**src/rtl/thermostat_multistage_controller.sv**
```systemverilog
// Two-stage heat/cool thermostat controller with hysteresis, deadband,
// min-run, short-cycle lockout, stage-2 escalation and fan overrun.
module thermostat_multistage_controller #(
  parameter int g_sc_delay_time = 200,
  parameter int g_min_run_time  = 100,
  parameter int g_hyst          = 2,
  parameter int g_deadband      = 8,
  parameter int g_stage2_delta  = 8,
  parameter int g_stage2_delay  = 400,
  parameter int g_fan_overrun   = 60
) (
  input  logic       i_clk,
  input  logic       i_reset_n,
  input  logic       i_sys_pwr_n,
  input  logic [1:0] i_mode,
  input  logic       i_fan_on,
  input  logic       i_temp_valid,
  input  logic [8:0] i_temperature,
  input  logic [8:0] i_heat_sp,
  input  logic [8:0] i_cool_sp,
  output logic       o_white_heat,
  output logic       o_white2_heat,
  output logic       o_yellow_ac,
  output logic       o_yellow2_ac,
  output logic       o_green_fan,
  output logic       o_cycling,
  output logic       o_band_err,
  output logic [2:0] o_state
);

  localparam int RUN_MAX = (g_min_run_time > g_stage2_delay) ?
                           g_min_run_time : g_stage2_delay;
  localparam int RW = $clog2(RUN_MAX) + 1;
  localparam int LW = $clog2(g_sc_delay_time) + 1;
  localparam int OW = $clog2(g_fan_overrun) + 1;

  localparam logic [RW-1:0] MIN_RUN   = RW'(g_min_run_time);
  localparam logic [RW-1:0] S2_DELAY  = RW'(g_stage2_delay);
  localparam logic [LW-1:0] LOCK_INIT = LW'(g_sc_delay_time - 1);
  localparam logic [OW-1:0] OVR_INIT  = OW'(g_fan_overrun);
  localparam logic [9:0]    HYST      = 10'(g_hyst);
  localparam logic [9:0]    DBAND     = 10'(g_deadband);
  localparam logic [9:0]    S2_DELTA  = 10'(g_stage2_delta);

  typedef enum logic [2:0] {
    S_IDLE  = 3'd0,
    S_HEAT1 = 3'd1,
    S_HEAT2 = 3'd2,
    S_COOL1 = 3'd3,
    S_COOL2 = 3'd4,
    S_LOCK  = 3'd5
  } state_t;

  state_t        r_state;
  state_t        w_next;
  logic [8:0]    r_temp;
  logic          r_have_temp;
  logic          r_band_err;
  logic [RW-1:0] r_run;
  logic [LW-1:0] r_lock;
  logic [OW-1:0] r_ovr;

  logic [9:0] w_temp;
  logic [9:0] w_hsp;
  logic [9:0] w_csp;
  logic [9:0] w_heat_thr;
  logic [9:0] w_cool_sum;
  logic [9:0] w_cool_thr;
  logic w_en;
  logic w_band;
  logic w_heat_ok;
  logic w_cool_ok;
  logic w_heat_on;
  logic w_heat_sat;
  logic w_cool_on;
  logic w_cool_sat;
  logic w_heat_big;
  logic w_cool_big;
  logic w_run_met;
  logic w_heat_drop;
  logic w_cool_drop;
  logic w_active;

  assign w_temp = {1'b0, r_temp};
  assign w_hsp  = {1'b0, i_heat_sp};
  assign w_csp  = {1'b0, i_cool_sp};

  // Thresholds are clamped to the 9-bit range instead of wrapping
  assign w_heat_thr = (w_hsp >= HYST) ? (w_hsp - HYST) : 10'd0;
  assign w_cool_sum = w_csp + HYST;
  assign w_cool_thr = (w_cool_sum > 10'd511) ? 10'd511 : w_cool_sum;

  assign w_heat_on  = w_temp < w_heat_thr;
  assign w_heat_sat = w_temp >= w_hsp;
  assign w_cool_on  = w_temp > w_cool_thr;
  assign w_cool_sat = w_temp <= w_csp;
  assign w_heat_big = (w_hsp > w_temp) && ((w_hsp - w_temp) >= S2_DELTA);
  assign w_cool_big = (w_temp > w_csp) && ((w_temp - w_csp) >= S2_DELTA);

  assign w_en      = !i_sys_pwr_n && (i_mode != 2'b00);
  assign w_band    = (i_mode == 2'b11) && (w_csp < (w_hsp + DBAND));
  assign w_heat_ok = w_en && r_have_temp &&
                     ((i_mode == 2'b01) || ((i_mode == 2'b11) && !w_band));
  assign w_cool_ok = w_en && r_have_temp &&
                     ((i_mode == 2'b10) || ((i_mode == 2'b11) && !w_band));

  assign w_run_met   = r_run >= MIN_RUN;
  assign w_heat_drop = !w_en || ((w_heat_sat || !w_heat_ok) && w_run_met);
  assign w_cool_drop = !w_en || ((w_cool_sat || !w_cool_ok) && w_run_met);
  assign w_active    = (r_state == S_HEAT1) || (r_state == S_HEAT2) ||
                       (r_state == S_COOL1) || (r_state == S_COOL2);

  always_ff @(posedge i_clk or negedge i_reset_n) begin
    if (!i_reset_n) begin
      r_state     <= S_LOCK;
      r_temp      <= '0;
      r_have_temp <= 1'b0;
      r_band_err  <= 1'b0;
      r_run       <= '0;
      r_lock      <= LOCK_INIT;
      r_ovr       <= '0;
    end else begin
      r_state    <= w_next;
      r_band_err <= w_band;
      if (i_temp_valid) begin
        r_temp      <= i_temperature;
        r_have_temp <= 1'b1;
      end
      if (!w_active) r_run <= '0;
      else if (r_run != '1) r_run <= r_run + 1'b1;
      if ((w_next == S_LOCK) && (r_state != S_LOCK)) r_lock <= LOCK_INIT;
      else if ((r_state == S_LOCK) && (r_lock != '0)) r_lock <= r_lock - 1'b1;
      if (w_active && (w_next == S_LOCK)) r_ovr <= OVR_INIT;
      else if (r_ovr != '0) r_ovr <= r_ovr - 1'b1;
    end
  end

  always_comb begin
    w_next = r_state;
    unique case (r_state)
      S_IDLE: begin
        if (w_heat_ok && w_heat_on) w_next = S_HEAT1;
        else if (w_cool_ok && w_cool_on) w_next = S_COOL1;
      end
      S_HEAT1: begin
        if (w_heat_drop) w_next = S_LOCK;
        else if (w_heat_ok && (w_heat_big ||
                 ((r_run == S2_DELAY) && !w_heat_sat))) w_next = S_HEAT2;
      end
      S_HEAT2: if (w_heat_drop) w_next = S_LOCK;
      S_COOL1: begin
        if (w_cool_drop) w_next = S_LOCK;
        else if (w_cool_ok && (w_cool_big ||
                 ((r_run == S2_DELAY) && !w_cool_sat))) w_next = S_COOL2;
      end
      S_COOL2: if (w_cool_drop) w_next = S_LOCK;
      S_LOCK:  if (r_lock == '0) w_next = S_IDLE;
      default: w_next = S_LOCK;
    endcase
  end

  assign o_white_heat  = (r_state == S_HEAT1) || (r_state == S_HEAT2);
  assign o_white2_heat = r_state == S_HEAT2;
  assign o_yellow_ac   = (r_state == S_COOL1) || (r_state == S_COOL2);
  assign o_yellow2_ac  = r_state == S_COOL2;
  assign o_cycling     = r_state == S_LOCK;
  assign o_green_fan   = w_active || (i_fan_on && !i_sys_pwr_n) ||
                         (r_ovr != '0);
  assign o_band_err    = r_band_err;
  assign o_state       = r_state;

endmodule

```
**config.mk**
```make
export PLATFORM = sky130hd
export DESIGN_NAME = thermostat_multistage_controller
export DESIGN_NICKNAME = d
export VERILOG_FILES = /design/src/rtl/thermostat_multistage_controller.sv
export SDC_FILE = /design/constraint.sdc
export NUM_CORES = 1
export LEC_CHECK = 0
export ABC_AREA = 1
export BUFFER_PORTS_ARGS = -buffer_cell sky130_fd_sc_hd__buf_2
export CAP_MARGIN = 20
export CORE_ASPECT_RATIO = 2
export CORE_UTILIZATION = 60
export CTS_CLUSTER_SIZE = 20
export DETAILED_ROUTE_END_ITERATION = 12
export PLACE_DENSITY_LB_ADDON = 0.08
export SYNTH_ARGS = -nofsm -noshare
export SYNTH_HDL_FRONTEND = slang
export SYNTH_SLANG_ARGS = --single-unit
```
**constraint.sdc**
```tcl
create_clock -name i_clk -period 2.8 [get_ports i_clk]
set_clock_uncertainty 0.2 [all_clocks]
set_input_delay 0.42 -clock i_clk [delete_from_list [all_inputs] [get_ports i_clk]]
set_output_delay 0.42 -clock i_clk [all_outputs]
set_load 0.03 [all_outputs]
```
==> metrics <==
root buffer cell clkbuf_16; placed instance area 4920 um2; final global-route overflow total 0; Async SR Flop Fraction 100%; sequential element share of the synthesized area 23.9%; Tot GR Track Use 36.4%; synthesized area 4220 um2; synthesized instance count roughly 640; Yosys cell types 43; Initial DRC Count 212; violated checks setup timing; CTS Buf Count 5; CP max-delay cell ha_4; EDFF count, synth 0; top-area cell type share of the netlist area 19.6%; Final ANT Viol Nets 0; gpl congestion 0.947; nets@finish roughly 840; outcome complete, but fails checks; sw frac 44.3%; I/O pins 44; initial antenna violation count 0; die width 61.3 um; crit path DAT 3.04 ns; die area 7390 um2; vias in the first global route ~4500; Antenna diodes 0; Max Freq roughly 330 MHz; slew of the pin with the lowest slew margin 0.913 ns; synth top area cells dfrtp_1 20%, nand2_1 15%, ha_1 15%; Combinational Power Share 51.6%; Int Power 1.64 mW; drt pass-1 iters 5; drt drc 0; clock sink count 40; FP Rows 42; Core ar. 6730 um2; Final WS setup -0.256 ns; fin area 5220 um2; via count around 4400; M3 GR Usage 12.5%; via-per-instance ratio 5.29; max-cap violation count 0; post-synth top area cell dfrtp_1; clock buffer depth 2; busiest metal layer after global routing met2; min Tclk post-route approximately 3 ns; post-synth net total 729; met2 Usage GRT approximately three fifths; H-Tree Depth 2; DIE HEIGHT 121 um; CP startpoint kind primary input; Leak between 2 and 3 nW; Max stage delay on crit path 0.28 ns; Synth Register Bits 40; share of cells above drive strength 1 between 20 and 25%; NetSw 1.31 mW; Final HPWL DP 9190 um; Synth Flop Type dfrtp_1; critical path start-end classification primary input to flop; largest net degree at the start of global routing 41; Worst EP required around 2.8 ns; worst vdd ir roughly 0.7 mV; Non-Filler Instances 839; Slew Limit Fails 0; worst hold path class primary input to asynchronous set/reset pin; crit end category flop; I/O Buffers between 40 and 50; Slew Limit Headroom around two fifths; final WL about 12000 um; area grow syn2layout 23.7%; final hold viol count 0; RSZ-0062 raised after global routing yes; Clock transition at path regs 0.06 ns; met1 usage 32.8%; WL per Instance 14.1 um; final setup TNS -3.57 ns; Final setup viols 17; Clk Latency, worst-skew pair 0.29 ns; Mean Syn Cell Area 6.55 um2; initial core utilization 62.7%; final worst-path cycle share 109%; pwr dens 566 nW/um2; first-pass GRT wire length 19500 um; Clock power frac 19.6%; Seq pwr share between 20% and 30%; pre-CTS setup slack -0.628 ns; CTS tree yes; Ys Warns 0; crit-path max FO 7; placed cells 822
-- stage by stage --
stage / util, % / hold slack (ns) / power [mW]
finish: 77.5 / 0.0654 / 2.95
global route: 77.5 / 0.146 / 3.18
CTS: 77.4 / 0.0818 / 2.92
detailed placement: 73.2 / 0.287 / 2.28
global placement: 73.2 / 0.291 / 2.23
floorplan: - / -0.0756 / 1.89
-- cell families (layout without fill, tap and decap cells) --
family,Yosys count,count (layout),synth area share [%]
flip-flops,40,40,23.9
adder cells (fa/ha/maj),51,51,15.1
buffers and inverters,132,238,11.9
AND/OR/NAND/NOR,331,332,35.6
XOR/XNOR,19,19,3.95
AO/OA/AOI/OAI,71,71,9.47
-- metal layers --
layer | vias to the layer above | wire length (um)
met5 | - | 0
met4 | 0 | 1100
met3 | 55 | 679
met2 | 144 | 5950
met1 | 1995 | 4120
li1 | 2247 | -
-- power groups by stage --
stage | Clock, mW | Sequential (mW) | Combinational [mW]
finish | 0.580 | 0.850 | 1.52
global route | 0.605 | 0.865 | 1.71
CTS | 0.592 | 0.848 | 1.48
detailed placement | 0 | 0.858 | 1.42
global placement | 0 | 0.851 | 1.38
floorplan | 0 | 0.849 | 1.04
-- final timing paths --
kind | endpoint | slack, ns | cells after the start | from
max reg2reg | r_ovr[1] | 0.08 | 18 | r_temp[2]
min | r_lock[5] | 0.07 | 1 | i_reset_n
min reg2reg | r_have_temp | 0.31 | 1 | r_have_temp
max in group asynchronous | r_run[3] | 1.77 | 1 | i_reset_n
min in group i_clk | r_temp[7] | 0.14 | 3 | i_temperature[7]
max | r_ovr[1] | -0.26 | 29 | i_cool_sp[2]
-- cells in the mapped netlist (3+ instances only) --
library cell and n:
nand2_1 173, inv_1 122, nor2_1 58, ha_1 51
nand3_1 48, dfrtp_1 33, a21oi_1 28, o21ai_0 27
nor3_1 12, xor2_1 10, xnor2_1 9, dfstp_2 7
inv_2 7, nor2_2 5, a211oi_1 4, nand2_2 4
nand3b_1 4, nand4_1 4, a21o_1 3, nand2_4 3
nand3_2 3, or2_2 3
-- area by class of cell --
class	instances	area, um2
clock buffers	5	125
inverters	129	484
flip-flops and latches	40	1010
multi-input cells	473	2800
clock inverters	3	21.3
well taps	88	110
fillers	512	1510
repair buffers	101	667
-- sequential cells by signal, indices dropped and copies added, names as in the netlist --
name,cells
o_band_err,1
o_state,3
r_have_temp,1
r_temp,9
r_ovr,7
r_run,10
r_lock,9
-- cell usage in the layout, fill, tap and decap left out, drive strengths merged --
cell type  count
nand2        180
inv          130
buf          101
nor2          65
nand3         54
ha            51
dfrtp         33
a21oi         29
o21ai         27
nor3          14
xor2          10
xnor2          9
dfstp          7
clkbuf         5
nand4          4
nand3b         4
a211oi         4
or2            4
a21o           3
nor4           2
nor3b          2
and2           1
and3           1
o21bai         1
o211ai         1
o21a           1
o221ai         1
o31ai          1
a21boi         1
or4            1
a31oi          1
o211a          1
clkinvlp       1
clkinv         1
-- worst max-delay path: cells and delay by family --
| kind | cells | cell delay (ns) |
|---|---|---|
| fa+ha+maj | 2 | 0.41 |
| compound gates | 2 | 0.16 |
| simple gates | 18 | 1.61 |
| buf+inv | 7 | 0.43 |
-- timing repair --
item                                    4_1_cts  5_1_grt
setup buffers                                10        1
hold buffers                                  0        0
pin swaps                                     4        4
endpoints found under the setup margin       17       19
gates resized for setup                      14        9
gates cloned                                  1        0
Note: power is estimated with default switching activity, not from simulation.
